<file path="src/rtl/irq_ctrl_if.sv">
// Request/acknowledge bundle between irq_ctrl (master) and the datapath (slave).
// The controller drives the request, id, vector and status; the datapath returns ack and uret.
interface irq_ctrl_if;
  logic        irq_ack;
  logic        uret;
  logic        irq_req;
  logic [1:0]  irq_id;
  logic [31:0] irq_vec;
  logic [2:0]  irq_pending;
  logic [2:0]  in_service;

  modport master (
    input  irq_ack,
    input  uret,
    output irq_req,
    output irq_id,
    output irq_vec,
    output irq_pending,
    output in_service
  );

  modport slave (
    output irq_ack,
    output uret,
    input  irq_req,
    input  irq_id,
    input  irq_vec,
    input  irq_pending,
    input  in_service
  );
endinterface

</file>
<file path="src/rtl/irq_ctrl.sv">
// Three-source debounced interrupt controller with fixed priority (2 highest).
// Define IRQ_NEST_EN to let a higher-priority source preempt an active handler.
module irq_ctrl #(
  parameter int unsigned DB_CYCLES = 1000000,
  parameter logic [31:0] VEC_BASE  = 32'h0000_0100
) (
  input  logic        clk,
  input  logic        rst,
  input  logic [2:0]  key,
  irq_ctrl_if.master  bus
);

  localparam int unsigned CW = $clog2(DB_CYCLES + 1);
  localparam logic [CW-1:0] CNT_LAST = CW'(DB_CYCLES - 1);
  localparam logic [CW-1:0] CNT_ONE  = CW'(1);

  typedef enum logic [1:0] {
    S_IDLE    = 2'd0,
    S_REQ     = 2'd1,
    S_SERVICE = 2'd2
  } state_t;

  state_t      state_reg, state_next;
  logic [2:0]  rise;
  logic [2:0]  pend_reg, pend_next;
  logic [2:0]  svc_reg, svc_next;
  logic [2:0]  pend_clr, svc_set, svc_ret, svc_after;
  logic [1:0]  id_reg, id_next;
  logic [31:0] vec_reg;
  logic        irq_req_reg;
  logic        load_id;

  function automatic logic [1:0] top_idx(input logic [2:0] v);
    if (v[2])      return 2'd2;
    else if (v[1]) return 2'd1;
    else           return 2'd0;
  endfunction

  function automatic logic [2:0] onehot(input logic [1:0] i);
    return 3'b001 << i;
  endfunction

  // Per source: 2-FF synchronizer, stability counter, and a delayed copy
  // of the debounced level so a rising edge lasts exactly one cycle.
  generate
    for (genvar gi = 0; gi < 3; gi++) begin : g_src
      logic          sync1_reg, sync2_reg;
      logic          db_reg, db_prev_reg;
      logic [CW-1:0] cnt_reg;

      always_ff @(posedge clk or posedge rst) begin
        if (rst) begin
          sync1_reg   <= 1'b0;
          sync2_reg   <= 1'b0;
          db_reg      <= 1'b0;
          db_prev_reg <= 1'b0;
          cnt_reg     <= '0;
        end else begin
          sync1_reg   <= key[gi];
          sync2_reg   <= sync1_reg;
          db_prev_reg <= db_reg;
          if (sync2_reg == db_reg) begin
            cnt_reg <= '0;
          end else if (cnt_reg == CNT_LAST) begin
            cnt_reg <= '0;
            db_reg  <= ~db_reg;
          end else begin
            cnt_reg <= cnt_reg + CNT_ONE;
          end
        end
      end

      assign rise[gi] = db_reg & ~db_prev_reg;
    end
  endgenerate

  always_comb begin
    state_next = state_reg;
    load_id    = 1'b0;
    pend_clr   = 3'b000;
    svc_set    = 3'b000;
    svc_ret    = 3'b000;

    // uret with nothing in service is simply dropped
    if (bus.uret && (svc_reg != 3'b000)) begin
      svc_ret = onehot(top_idx(svc_reg));
    end
    svc_after = svc_reg & ~svc_ret;

    case (state_reg)
      S_IDLE: begin
        if (pend_reg != 3'b000) begin
          state_next = S_REQ;
          load_id    = 1'b1;
        end
      end
      S_REQ: begin
        if (bus.irq_ack) begin
          pend_clr   = onehot(id_reg);
          svc_set    = onehot(id_reg);
          state_next = S_SERVICE;
        end
      end
      S_SERVICE: begin
        if (svc_after == 3'b000) begin
          state_next = S_IDLE;
        end
`ifdef IRQ_NEST_EN
        else if ((pend_reg != 3'b000) && (top_idx(pend_reg) > top_idx(svc_after))) begin
          state_next = S_REQ;
          load_id    = 1'b1;
        end
`endif
      end
      default: begin
        state_next = S_IDLE;
      end
    endcase

    svc_next  = svc_after | svc_set;
    // a new edge in the same cycle as the ack clear keeps the bit pending
    pend_next = (pend_reg & ~pend_clr) | rise;
    id_next   = load_id ? top_idx(pend_reg) : id_reg;
  end

  always_ff @(posedge clk or posedge rst) begin
    if (rst) begin
      state_reg   <= S_IDLE;
      pend_reg    <= 3'b000;
      svc_reg     <= 3'b000;
      id_reg      <= 2'd0;
      vec_reg     <= VEC_BASE;
      irq_req_reg <= 1'b0;
    end else begin
      state_reg   <= state_next;
      pend_reg    <= pend_next;
      svc_reg     <= svc_next;
      id_reg      <= id_next;
      vec_reg     <= VEC_BASE + {28'd0, id_next, 2'b00};
      irq_req_reg <= (state_next == S_REQ);
    end
  end

  assign bus.irq_req     = irq_req_reg;
  assign bus.irq_id      = id_reg;
  assign bus.irq_vec     = vec_reg;
  assign bus.irq_pending = pend_reg;
  assign bus.in_service  = svc_reg;

endmodule
</file>
<file path="src/flat_wrapper.sv">
// flat-port wrapper written by rule: the top's interface ports become plain ports
module irq_ctrl_flat 
#(
  parameter int unsigned DB_CYCLES = 1000000,
  parameter logic [31:0] VEC_BASE  = 32'h0000_0100
)
  (clk, rst, key, bus_irq_ack, bus_uret, bus_irq_req, bus_irq_id, bus_irq_vec, bus_irq_pending, bus_in_service);
  irq_ctrl_if bus_i ();
  input  logic clk;
  input  logic rst;
  input  logic [2:0] key;
  input wire logic [$bits(bus_i.irq_ack)-1:0] bus_irq_ack;
  input wire logic [$bits(bus_i.uret)-1:0] bus_uret;
  output wire logic [$bits(bus_i.irq_req)-1:0] bus_irq_req;
  output wire logic [$bits(bus_i.irq_id)-1:0] bus_irq_id;
  output wire logic [$bits(bus_i.irq_vec)-1:0] bus_irq_vec;
  output wire logic [$bits(bus_i.irq_pending)-1:0] bus_irq_pending;
  output wire logic [$bits(bus_i.in_service)-1:0] bus_in_service;
  assign bus_i.irq_ack = bus_irq_ack;
  assign bus_i.uret = bus_uret;
  assign bus_irq_req = bus_i.irq_req;
  assign bus_irq_id = bus_i.irq_id;
  assign bus_irq_vec = bus_i.irq_vec;
  assign bus_irq_pending = bus_i.irq_pending;
  assign bus_in_service = bus_i.in_service;
  irq_ctrl #(.DB_CYCLES(DB_CYCLES), .VEC_BASE(VEC_BASE)) u_core (.clk(clk), .rst(rst), .key(key), .bus(bus_i));
endmodule
</file>
<file path="config.mk">
export PLATFORM = sky130hd
export DESIGN_NAME = irq_ctrl_flat
export DESIGN_NICKNAME = d
export VERILOG_FILES = /design/src/rtl/irq_ctrl_if.sv /design/src/rtl/irq_ctrl.sv /design/src/flat_wrapper.sv
export SDC_FILE = /design/constraint.sdc
export NUM_CORES = 1
export LEC_CHECK = 0
export BUFFER_PORTS_ARGS = -buffer_cell sky130_fd_sc_hd__buf_2
export CORE_ASPECT_RATIO = 1.1
export CORE_MARGIN = 5
export CORE_UTILIZATION = 40
export DETAILED_ROUTE_END_ITERATION = 6
export HOLD_SLACK_MARGIN = 0.02
export SYNTH_ARGS = -nofsm -noshare
export SYNTH_HDL_FRONTEND = slang
export SYNTH_SLANG_ARGS = --single-unit
</file>
<file path="constraint.sdc">
create_clock -name clk -period 3.3 [get_ports clk]
set_input_delay 0.66 -clock clk [delete_from_list [all_inputs] [get_ports clk]]
set_output_delay 0.66 -clock clk [all_outputs]
set_load 0.05 [all_outputs]
</file>
# == Word level (Yosys, flattened, before mapping) ==
# Index checks and enable logic that the tools add are counted.
# op_classes
mul,0
add_sub_neg,4
n_eq_ne,9
n_shift,2
muxes,21
order_cmp,0
reduce_logical,8
n_div,0
bitwise_logic,18
# ops
operator,count
$mux W20,6
$add A20 B1 Y20 const B,3
$eq A20 B20 Y1 const B,3
$mux W2,7
$add A9 B4 Y10 const A,1
$mux W3,3
$not A1 Y1,9
$and A3 B3 Y3,2
$not A3 Y3,2
$or A3 B3 Y3,2
$pmux W2 S3,1
$reduce_and A2 Y1,3
$reduce_bool A3 Y1,2
$shl A1 B2 Y3 const A,2
$eq A2 B1 Y1 const B,2
$mux W1,4
$and A1 B1 Y1,3
$eq A1 B1 Y1,3
$logic_not A3 Y1,1
$eq A2 B2 Y1 const B,1
$logic_not A2 Y1,1
$logic_and A1 B1 Y1,1
# totals
word_cells,83
output_inout_bits,41
memories,0
ff_bits,115
mem_bits_rw,0
rom_bits,0
latchBits,0

# == Depth between registers and ports, before layout ==
# depth
word_depth,11
depth_mapped,6
mapped_depth_nobuf,5

# == Least setup slack after synthesis ==
# Ideal clock, no wire load.
# synth_timing
path_type,register -> register
from,register u_core.g_src[1].cnt_reg[0]
to,register u_core.g_src[1].cnt_reg[18]
path_stages_with_launch,7
period_less_slack_ns,1.988
t_arrival_ns,1.911
slack_ns,1.312
path_cell_list,dfrtp_1 > ha_1 > nand3_1 > or4_1 > clkbuf_2 > or4_1 > a21oi_1
# synth_via
elab_chain_cells,3
# synth_lines
item,line,rtl
start: declaration,irq_ctrl.sv:49,logic [CW-1:0] cnt_reg;
start signal: assignment,irq_ctrl.sv:68,cnt_reg <= cnt_reg + CNT_ONE;
$add A20 B1 Y20 / $eq A20 B20 Y1 (equally long branches),"irq_ctrl.sv:68, irq_ctrl.sv:64",
$mux W20 *,irq_ctrl.sv:64,end else if (cnt_reg == CNT_LAST) begin
$mux W20 *,irq_ctrl.sv:62,if (sync2_reg == db_reg) begin
# Every way passes the cells marked *; elsewhere a longest branch is shown, timed or not.
# A chain may end at the register's enable or synchronous reset.

# == Worst setup path after layout ==
# layout_timing
from,register u_core.g_src[0].cnt_reg[0]
to,register u_core.g_src[0].cnt_reg[18]
# layout_via
elab_chain_cells,3
# layout_lines
item,line
start: declaration,irq_ctrl.sv:49
start signal: assignment,irq_ctrl.sv:68
$add A20 B1 Y20 / $eq A20 B20 Y1 (equally long branches),"irq_ctrl.sv:68, irq_ctrl.sv:64"
$mux W20 *,irq_ctrl.sv:64
$mux W20 *,irq_ctrl.sv:62
# Marks and branches as above.

==> run metrics <==
post-synthesis sequential area ratio 0.512; unique cell type count in the Yosys netlist 40; number of global-route vias before repair 2669; post-synthesis sequential element count 83; Period minus WS final 2150 ps; # nets final 438; H-tree Lvls 3; Post-CTS Resized 0; Synth area leader dfrtp_1; crit start category flop; die width 106 um; Seq pwr share 0.520; number of CTS-inserted buffers 9; critical path arrival 2420 ps; Sw Pwr 0.606 mW; Setup violations, final 0; Clock Skew 10.7 ps; f_max 0.465 GHz; Crit Path Max Fanout 7; fin crit share 0.652; MaxCap Viol Count 0; clk_lat worst skew 350 ps; Mapped Cells 408; most common cell after layout, fill and taps aside dfrtp_1; Via-to-Cell Ratio 5.09; Critical Path RT 3570 ps; Clock Power Share 0.369; Yosys top cell area share 0.512; antenna cell count 0; Leak 1.84 nW; total clock sinks 83; Netlist Area Pre-Place 4060 um^2; sw frac 0.292; first-pass GRT wire length 12300 um; Final ANT Viol Nets 0; Initial Util 0.411; grt ovf 0; setup TNS 0 ps; DR top layer met4; Hold-fix buffers, CTS 0; Int Pwr 1.47 mW; Post-CTS Setup Bufs 0; Iter 0 DRT Violations 126; Metal-1 WL 3390 um; Place WS 1150 ps; Die Y 116 um; share of layout cells above drive strength 1 0.109; die area 12300 um^2; total wire length 7110 um; HPWL after DPL 4930 um; CP endpoint kind flop; drt pass-1 iters 5; WL/cell 12.9 um; worst min path class primary input to async pin; Final Hold Viols 0; Worst-Margin Slew 748 ps; max reg flops 60; Area growth syn-to-layout 7.95%; worst vdd ir 220 uV; GPL Wtd Cong 0.801; status completed; Synth Warn # 0; worst setup path class flop to flop; setup ws final 1150 ps; Clock Tree Buf Depth 2; met2 routed WL 3350 um; RSZ-0062 raised after global routing false; CTS clk-pin slew, worst paths 90 ps; initial antenna violation count 0; Synth area leaders dfrtp_1, xnor2_1, buf_4; largest net degree at the start of global routing 51; Combinational Power Share 0.111; Vias 2814; Slew Viols, Final 0; cell area power density 474 nW/um^2; normalized max-slew margin 0.501; CORE AREA 9890 um^2; Buffers on Ports 17; Mean Syn Cell Area 9.95 um^2; CTS tree done; met3 WL 235 um; GRT Total Usage 0.123; commonest cells after routing, fill and taps aside dfrtp_1, nor2_1, xnor2_1, conb_1, nand2_1; IO Pins 48; DRC Markers 0; row count 38; Root Buffer clkbuf_8; final hold slack 351 ps
synthesized netlist by cell type (all sizes together):
cell,n
o21ai,16
nand4b,2
o221ai,1
buf,37
and3,5
nor4bb,1
nor4,11
clkbuf,3
nand3,21
nand3b,1
dfrtp,83
nor2b,2
nand4,10
ha,3
o31ai,11
conb,2
maj3,1
nor2,51
or3,10
nor4b,2
nand2,23
or4b,3
a32o,1
xnor2,30
a22o,3
xor2,10
a21oi,17
and2,1
mux2,3
a211oi,2
nor3,12
and4,1
or4,10
inv,19
stage by stage:
stage / instance area [um^2] / total power, mW / instances / utilization
final: 4380 / 2.08 / 553 / 0.443
after global routing: 4380 / 2.17 / 553 / 0.443
after CTS: 4380 / 2.11 / 553 / 0.443
after detailed placement: 4170 / 1.33 / 537 / 0.422
after global placement: 4170 / 1.33 / 537 / 0.422
after floorplan: 4170 / 1.31 / 436 / -
critical path, cell delays in order, from the launching register on:
cell	delay (ps)
dfrtp_1	400
ha_1	220
nand3_1	130
or4_1	670
or4_1	510
a21oi_1	140
worst paths after layout:
kind                                                      start                               endpoint  slack [ps]  cells past startpoint
max                        u_core.g_src[0].cnt_reg[0]$_DFF_PP0_  u_core.g_src[0].cnt_reg[18]$_DFF_PP0_        1150                      5
min                                                         rst  u_core.g_src[2].cnt_reg[19]$_DFF_PP0_         350                      2
max reg2reg                u_core.g_src[0].cnt_reg[0]$_DFF_PP0_  u_core.g_src[0].cnt_reg[18]$_DFF_PP0_        1150                      5
min reg2reg                 u_core.g_src[0].sync1_reg$_DFF_PP0_    u_core.g_src[0].sync2_reg$_DFF_PP0_         350                      0
max in group asynchronous                                   rst   u_core.g_src[1].cnt_reg[7]$_DFF_PP0_        2280                      3
min in group clk            u_core.g_src[0].sync1_reg$_DFF_PP0_    u_core.g_src[0].sync2_reg$_DFF_PP0_         350                      0
power groups by stage:
stage          Combinational, mW  Clock, mW  Sequential (mW)
2_1_floorplan              0.180          0             1.13
3_3_place_gp               0.233          0             1.10
3_5_place_dp               0.234          0             1.10
4_1_cts                    0.235      0.797             1.08
5_1_grt                    0.255      0.829             1.09
6_report                   0.232      0.767             1.08
metal layers:
layer | up-vias | track usage
met4 | 0 | 0.0544
li1 | 1402 | -
met3 | 10 | 0.0273
met5 | - | 0
met1 | 1356 | 0.162
met2 | 46 | 0.196
cells by family after synthesis:
group,count (synthesis),synth area share
simple gates,166,0.214
flops,83,0.512
buf+inv,59,0.0866
compound gates,51,0.0792
xor+xnor,40,0.0863
fa+ha+maj,4,0.0117
mux,3,0.00832
other cells,2,0.00185
final cells by class:
type                            instances  area, um^2
Timing Repair Buffer                   21         128
Clock buffer                           10         138
Sequential cell                        83        2080
Fill cell                             945        5510
Clock inverter                          6        71.3
Inverter                               19        72.6
Tap cell                              120         150
Multi-Input combinational cell        294        1750
(Power assumes the default switching activity.)
